## src/rtl/mdu_pkg.sv

```systemverilog
// Shared types and constants for the sequential multiply/divide unit.
package mdu_pkg;
   localparam int          WIDTH      = 16;
   localparam int          ADDR_W     = 4;
   localparam logic [15:0] DIV_ZERO_Q = 16'hFFFF;

   typedef enum logic [1:0] {IDLE, CALC, FIX, DONE} state_t;
endpackage

```

## src/rtl/mdu_if.sv

```systemverilog
// Request/response bundle between the issue logic and the multiply/divide unit.
interface mdu_if #(
   parameter int WIDTH  = mdu_pkg::WIDTH,
   parameter int ADDR_W = mdu_pkg::ADDR_W
);
   logic                start;
   logic                op_div;
   logic                op_signed;
   logic [WIDTH-1:0]    opa;
   logic [WIDTH-1:0]    opb;
   logic [ADDR_W-1:0]   dest_addr;
   logic                busy;
   logic                done;
   logic [2*WIDTH-1:0]  result;
   logic                wr_en;
   logic                r0_en;
   logic [ADDR_W-1:0]   wr_addr;
   logic                div_zero;

   modport master (
      output start, op_div, op_signed, opa, opb, dest_addr,
      input  busy, done, result, wr_en, r0_en, wr_addr, div_zero
   );

   modport slave (
      input  start, op_div, op_signed, opa, opb, dest_addr,
      output busy, done, result, wr_en, r0_en, wr_addr, div_zero
   );
endinterface

```

## src/rtl/mdu_sign_adj.sv

```systemverilog
// Conditional two's-complement negate; used for operand magnitudes and result sign fix-up.
module mdu_sign_adj #(
   parameter int W = 16
) (
   input  logic [W-1:0] din,
   input  logic         neg,
   output logic [W-1:0] dout
);
   assign dout = neg ? (~din + 1'b1) : din;
endmodule

```

## src/rtl/mdu_seq.sv

```systemverilog
// Iterative radix-2 multiply/divide unit feeding the register file write port.
// Works on magnitudes for WIDTH edges, then applies signs in a single FIX edge.
module mdu_seq #(
   parameter int WIDTH  = mdu_pkg::WIDTH,
   parameter int ADDR_W = mdu_pkg::ADDR_W,
   parameter int ITER   = WIDTH
) (
   input  logic  clockg,
   input  logic  rst,
   mdu_if.slave  bus
);
   import mdu_pkg::*;

   localparam int CNT_W = $clog2(ITER);

   state_t               state_q, state_d;
   logic [CNT_W-1:0]     count_q, count_d;
   logic [WIDTH:0]       acc_q, acc_d;        // product high / partial remainder
   logic [WIDTH-1:0]     lo_q, lo_d;          // multiplier / dividend -> quotient
   logic [WIDTH-1:0]     op_q, op_d;          // multiplicand / divisor magnitude
   logic [WIDTH-1:0]     raw_a_q, raw_a_d;
   logic                 div_q, div_d;
   logic                 dz_q, dz_d;
   logic                 neg_quo_q, neg_quo_d;
   logic                 neg_rem_q, neg_rem_d;
   logic [ADDR_W-1:0]    addr_q, addr_d;
   logic                 busy_q, busy_d;
   logic                 done_q, done_d;
   logic                 div_zero_q, div_zero_d;
   logic [2*WIDTH-1:0]   result_q, result_d;

   logic                 sa, sb;
   logic [WIDTH-1:0]     abs_a, abs_b;
   logic [WIDTH:0]       mul_sum;
   logic [WIDTH:0]       div_sh;
   logic [WIDTH+1:0]     div_trial;
   logic [2*WIDTH-1:0]   prod_fix;
   logic [WIDTH-1:0]     quo_fix, rem_fix;

   assign sa = bus.op_signed & bus.opa[WIDTH-1];
   assign sb = bus.op_signed & bus.opb[WIDTH-1];

   // |-2^(W-1)| stays representable because magnitudes are held unsigned.
   mdu_sign_adj #(.W(WIDTH)) u_abs_a (.din(bus.opa), .neg(sa), .dout(abs_a));
   mdu_sign_adj #(.W(WIDTH)) u_abs_b (.din(bus.opb), .neg(sb), .dout(abs_b));

   mdu_sign_adj #(.W(2*WIDTH)) u_fix_prod (
      .din({acc_q[WIDTH-1:0], lo_q}), .neg(neg_quo_q), .dout(prod_fix));
   mdu_sign_adj #(.W(WIDTH)) u_fix_quo (.din(lo_q), .neg(neg_quo_q), .dout(quo_fix));
   mdu_sign_adj #(.W(WIDTH)) u_fix_rem (
      .din(acc_q[WIDTH-1:0]), .neg(neg_rem_q), .dout(rem_fix));

   assign mul_sum   = acc_q + {1'b0, (lo_q[0] ? op_q : {WIDTH{1'b0}})};
   assign div_sh    = {acc_q[WIDTH-1:0], lo_q[WIDTH-1]};
   // Extra top bit acts as the borrow of the restoring trial subtract.
   assign div_trial = {1'b0, div_sh} - {2'b00, op_q};

   always_comb begin
      state_d    = state_q;
      count_d    = count_q;
      acc_d      = acc_q;
      lo_d       = lo_q;
      op_d       = op_q;
      raw_a_d    = raw_a_q;
      div_d      = div_q;
      dz_d       = dz_q;
      neg_quo_d  = neg_quo_q;
      neg_rem_d  = neg_rem_q;
      addr_d     = addr_q;
      busy_d     = busy_q;
      done_d     = 1'b0;
      div_zero_d = div_zero_q;
      result_d   = result_q;

      case (state_q)
         IDLE, DONE: begin
            state_d = IDLE;
            if (bus.start) begin
               state_d    = CALC;
               count_d    = '0;
               acc_d      = '0;
               lo_d       = bus.op_div ? abs_a : abs_b;
               op_d       = bus.op_div ? abs_b : abs_a;
               raw_a_d    = bus.opa;
               div_d      = bus.op_div;
               dz_d       = (bus.opb == '0);
               neg_quo_d  = sa ^ sb;
               neg_rem_d  = sa;
               addr_d     = bus.dest_addr;
               busy_d     = 1'b1;
               div_zero_d = 1'b0;
            end
         end

         CALC: begin
            if (div_q) begin
               acc_d = div_trial[WIDTH+1] ? div_sh : div_trial[WIDTH:0];
               lo_d  = {lo_q[WIDTH-2:0], ~div_trial[WIDTH+1]};
            end else begin
               acc_d = {1'b0, mul_sum[WIDTH:1]};
               lo_d  = {mul_sum[0], lo_q[WIDTH-1:1]};
            end
            count_d = count_q + 1'b1;
            if (count_q == CNT_W'(ITER-1)) state_d = FIX;
         end

         FIX: begin
            if (!div_q)    result_d = prod_fix;
            else if (dz_q) result_d = {raw_a_q, WIDTH'(DIV_ZERO_Q)};
            else           result_d = {rem_fix, quo_fix};
            div_zero_d = div_q & dz_q;
            done_d     = 1'b1;
            busy_d     = 1'b0;
            state_d    = DONE;
         end

         default: state_d = IDLE;
      endcase
   end

   always_ff @(posedge clockg or posedge rst) begin
      if (rst) begin
         state_q    <= IDLE;
         count_q    <= '0;
         acc_q      <= '0;
         lo_q       <= '0;
         op_q       <= '0;
         raw_a_q    <= '0;
         div_q      <= 1'b0;
         dz_q       <= 1'b0;
         neg_quo_q  <= 1'b0;
         neg_rem_q  <= 1'b0;
         addr_q     <= '0;
         busy_q     <= 1'b0;
         done_q     <= 1'b0;
         div_zero_q <= 1'b0;
         result_q   <= '0;
      end else begin
         state_q    <= state_d;
         count_q    <= count_d;
         acc_q      <= acc_d;
         lo_q       <= lo_d;
         op_q       <= op_d;
         raw_a_q    <= raw_a_d;
         div_q      <= div_d;
         dz_q       <= dz_d;
         neg_quo_q  <= neg_quo_d;
         neg_rem_q  <= neg_rem_d;
         addr_q     <= addr_d;
         busy_q     <= busy_d;
         done_q     <= done_d;
         div_zero_q <= div_zero_d;
         result_q   <= result_d;
      end
   end

   assign bus.busy     = busy_q;
   assign bus.done     = done_q;
   assign bus.wr_en    = done_q;
   assign bus.r0_en    = done_q;
   assign bus.wr_addr  = addr_q;
   assign bus.div_zero = div_zero_q;
   assign bus.result   = result_q;
endmodule

```

## src/flat_wrapper.sv

```systemverilog
// flat-port wrapper written by rule: the top's interface ports become plain ports
module mdu_seq_flat import mdu_pkg::*;
#(
   parameter int WIDTH  = mdu_pkg::WIDTH,
   parameter int ADDR_W = mdu_pkg::ADDR_W,
   parameter int ITER   = WIDTH
)
  (clockg, rst, bus_start, bus_op_div, bus_op_signed, bus_opa, bus_opb, bus_dest_addr, bus_busy, bus_done, bus_result, bus_wr_en, bus_r0_en, bus_wr_addr, bus_div_zero);
  mdu_if #(.WIDTH(WIDTH), .ADDR_W(ADDR_W)) bus_i ();
  input  logic clockg;
  input  logic rst;
  input wire logic [$bits(bus_i.start)-1:0] bus_start;
  input wire logic [$bits(bus_i.op_div)-1:0] bus_op_div;
  input wire logic [$bits(bus_i.op_signed)-1:0] bus_op_signed;
  input wire logic [$bits(bus_i.opa)-1:0] bus_opa;
  input wire logic [$bits(bus_i.opb)-1:0] bus_opb;
  input wire logic [$bits(bus_i.dest_addr)-1:0] bus_dest_addr;
  output wire logic [$bits(bus_i.busy)-1:0] bus_busy;
  output wire logic [$bits(bus_i.done)-1:0] bus_done;
  output wire logic [$bits(bus_i.result)-1:0] bus_result;
  output wire logic [$bits(bus_i.wr_en)-1:0] bus_wr_en;
  output wire logic [$bits(bus_i.r0_en)-1:0] bus_r0_en;
  output wire logic [$bits(bus_i.wr_addr)-1:0] bus_wr_addr;
  output wire logic [$bits(bus_i.div_zero)-1:0] bus_div_zero;
  assign bus_i.start = bus_start;
  assign bus_i.op_div = bus_op_div;
  assign bus_i.op_signed = bus_op_signed;
  assign bus_i.opa = bus_opa;
  assign bus_i.opb = bus_opb;
  assign bus_i.dest_addr = bus_dest_addr;
  assign bus_busy = bus_i.busy;
  assign bus_done = bus_i.done;
  assign bus_result = bus_i.result;
  assign bus_wr_en = bus_i.wr_en;
  assign bus_r0_en = bus_i.r0_en;
  assign bus_wr_addr = bus_i.wr_addr;
  assign bus_div_zero = bus_i.div_zero;
  mdu_seq #(.WIDTH(WIDTH), .ADDR_W(ADDR_W), .ITER(ITER)) u_core (.clockg(clockg), .rst(rst), .bus(bus_i));
endmodule
```

## config.mk

```make
export PLATFORM = sky130hd
export DESIGN_NAME = mdu_seq_flat
export DESIGN_NICKNAME = d
export VERILOG_FILES = /design/src/rtl/mdu_pkg.sv /design/src/rtl/mdu_if.sv /design/src/rtl/mdu_sign_adj.sv /design/src/rtl/mdu_seq.sv /design/src/flat_wrapper.sv
export SDC_FILE = /design/constraint.sdc
export NUM_CORES = 1
export LEC_CHECK = 0
export CAP_MARGIN = 10
export CORE_MARGIN = 2
export CORE_UTILIZATION = 48
export DETAILED_ROUTE_END_ITERATION = 6
export MAX_ROUTING_LAYER = met4
export PLACE_DENSITY = 0.69
export SYNTH_ARGS = -nofsm -noshare
export SYNTH_HDL_FRONTEND = slang
export SYNTH_SLANG_ARGS = --single-unit
```

## constraint.sdc

```tcl
create_clock -name clockg -period 5.4 [get_ports clockg]
set_input_delay 1.08 -clock clockg [delete_from_list [all_inputs] [get_ports clockg]]
set_output_delay 1.08 -clock clockg [all_outputs]
set_load 0.05 [all_outputs]
```

==> flow_summary.yaml <==
worst_setup_path:
  crit_path_end_kind: "flop"
  r2r_cells: 12
  cp.required_ps: 5760
  crit_fanout: 17
  worst-r2r-setup-slack_ps: 1840
  arrival_ps: 3910
  critPathLaunch: "u_core.lo_q[0]$_DFFE_PP0P_"
  reg2reg_to: "u_core.acc_q[14]$_DFFE_PP0P_"
  start_kind: "flop"
  rr_startpoint: "u_core.lo_q[0]$_DFFE_PP0P_"
  worstSetupPathType: "flop to flop"
sta:
  tns_ps: 0
  max_freq_mhz: 281.2
  timing.hold.ws_ps: 484.2
  slew_headroom_pct: 32.71
  clock_skew_ps: 8.762
  layout_min_cycle_time_ps: 3557
  rsz0062_at_grt: "false"
  setup_viol: 0
  tightest_slew_ps: 1009
  slew_viol_final: 0
  setup_ws_ps: 1843
  hold_viol_final: 0
  post-route-period-util_pct: 65.86
final_layout:
  final_cell_mix: "nor2_1 (121), dfrtp_1 (113), nand2_1 (95), a21oi_1 (92), clkdlybuf4s50_1 (81)"
  final-seq-area_um2: 2854
  drive_above_1_share_pct: 8.264
  area_growth_pct: 17.66
  final_common_cell: "nor2_1"
  multi_input_area_um2: 5236
  antenna_cells: 0
  num-nets-final: 1158
  fill_cells: 1563
grt:
  grt_pass1_wl_um: 36090
  grt-ovfl-total: 0
  grt_pass1_vias: 6952
  antenna_found_initial: 0
  grt_usage_pct: 25.34
  grt_max_degree: 69
routing:
  vias_per_cell: 5.689
  drc: 0
  drtPass1Iterations: 6
  ant_nets: 0
  dr_total_vias: 7476
  post_drt_wl_per_cell_um: 16.85
  finalWirelength_um: 22150
  drtIter0Drc: 492
cts:
  cts-root-buf: "clkbuf_16"
  clockBufferDepth: 2
  post_cts_resized: 0
  h-tree-depth: 4
  clock_sinks: 114
  insertion_delay_ps: 420
  postCtsSetupRepairBufs: 0
  path_clk_slew_ps: 60
  ctsHoldBuffers: 0
  cts_tree: "built"
  cts_made_buffers: 17
min_path:
  hold_start: "u_core.op_q[10]$_DFFE_PP0P_"
  min_path_type: "flop to flop"
  hold_end: "u_core.op_q[10]$_DFFE_PP0P_"
  min_path_cells: 2
die:
  die_x_um: 137.4
  ios: 82
  rows: 48
  die_area_um2: 18880
  die_h_um: 137.4
  start_util_pct: 49.23
  core_um2: 17360
outcome:
  status: "complete, no violations"
place:
  port_buffers: 81
  finalWeightedCongestion: 0.9107
  dpl.hpwl_um: 16570
  dp_slack_ps: 1791
synth:
  ys.flop_type: "dfrtp_1"
  syn_nets: 1113
  ys_types: 65
  synth_largest_area_cell: "dfrtp_1"
  seq_area_frac_synth_pct: 33.39
  synth_top_cell_area_share_pct: 33.39
  synth-edff-count: 0
  synth_area_per_cell_um2: 8.288
  ys_top_cells_by_area: "dfrtp_1 (33%), ha_1 (5.7%), a21oi_1 (5.4%)"
  synthArstFlopShare_pct: 100.0
  yosys_register_bits: 114
  synthesis.area_um2: 8544
  synth_cells: 1031
  ys_warn_count: 0
job:
  maxCapViolations: 0
power:
  ir_drop_mv: 0.4499
  powerDensity_nw_per_um2: 697.3
  power_leakage_nw: 4.209
worst max-delay path by stage:
stage                                         to  slack (ps)  cells after the start
finish              u_core.acc_q[14]$_DFFE_PP0P_        1840                     12
global route        u_core.acc_q[14]$_DFFE_PP0P_        1480                     12
CTS                 u_core.acc_q[14]$_DFFE_PP0P_        1850                     12
detailed placement   u_core.lo_q[13]$_DFFE_PP0P_        1790                     10
global placement     u_core.lo_q[13]$_DFFE_PP0P_        1830                     10
floorplan            u_core.acc_q[0]$_DFFE_PP0P_        1300                      1
flip-flops by register name, indices dropped and copies added, names as in the netlist:
signal	count
u_core.acc_q	17
u_core.lo_q	16
u_core.state_q	2
u_core.op_q	16
u_core.bus.wr_addr	4
u_core.neg_rem_q	1
u_core.bus.busy	1
u_core.div_q	1
u_core.bus.result	32
u_core.bus.div_zero	1
u_core.neg_quo_q	1
u_core.bus.done	1
u_core.count_q	4
u_core.raw_a_q	16
u_core.dz_q	1
stage by stage:
| stage | cells | power (mW) | util (%) | cell area, um^2 |
|---|---|---|---|---|
| 2_1_floorplan | 1031 | 4.803 | - | 8544 |
| 5_1_grt | 1314 | 7.565 | 57.92 | 10050 |
| 3_5_place_dp | 1282 | 5.825 | 54.41 | 9444 |
| 4_1_cts | 1314 | 7.020 | 57.92 | 10050 |
| 6_report | 1314 | 7.010 | 57.92 | 10050 |
| 3_3_place_gp | 1282 | 5.782 | 54.41 | 9444 |
critical path, cell delays in order (launching register included):
cell	delay (ps)
dfrtp_1	430
clkinv_1	460
nor2_1	260
ha_1	290
o21ai_0	160
nor2_1	80
o21a_1	220
o41ai_2	360
o311ai_1	230
o41a_1	370
a211oi_1	270
mux2i_1	220
a22o_1	140
cells in the mapped netlist (all sizes together) (5+ instances only):
cell / number
nand2: 96
nor3: 16
nand3: 20
nor2b: 7
xor2: 36
o221ai: 5
o21a: 7
nand2b: 10
inv: 52
clkbuf: 52
a21o: 9
o21bai: 8
or3: 10
mux2: 32
o41ai: 6
xnor2: 48
o31ai: 8
and2: 8
and3: 5
o21ai: 81
a31oi: 9
o211ai: 20
nor4: 9
buf: 11
mux2i: 35
or2: 6
nor3b: 5
a22o: 7
a211oi: 20
a21oi: 92
dfrtp: 114
ha: 39
nor2: 121
cells by family after synthesis:
group / Yosys count / share of synthesized area [%]
AO/OA/AOI/OAI: 286 / 20.81
XOR/XNOR: 84 / 8.610
adder cells (fa/ha/maj): 41 / 6.180
buffers and inverters: 116 / 5.389
flip-flops: 114 / 33.39
multiplexers: 67 / 8.318
AND/OR/NAND/NOR: 323 / 17.31
per-layer routing:
layer	GRT usage, %	wire length (um)
met5	-	0
met4	7.446	321
met3	3.495	1051
met2	39.33	10300
met1	34.69	10470
power by group:
group	internal [mW]	switching [mW]	leakage, nW
Combinational	1.66	2.47	2.53
Sequential	1.25	0.472	1.39
Clock	0.731	0.427	0.291
area by class of cell:
type                    count  share of cell area [%]
multi-input cells         801                   52.08
flip-flops and latches    114                   28.39
repair buffers             89                   8.662
clock buffers              18                   4.269
well taps                 225                   2.800
inverters                  53                   2.004
clock inverters            14                   1.792
(Power assumes the default switching activity.)
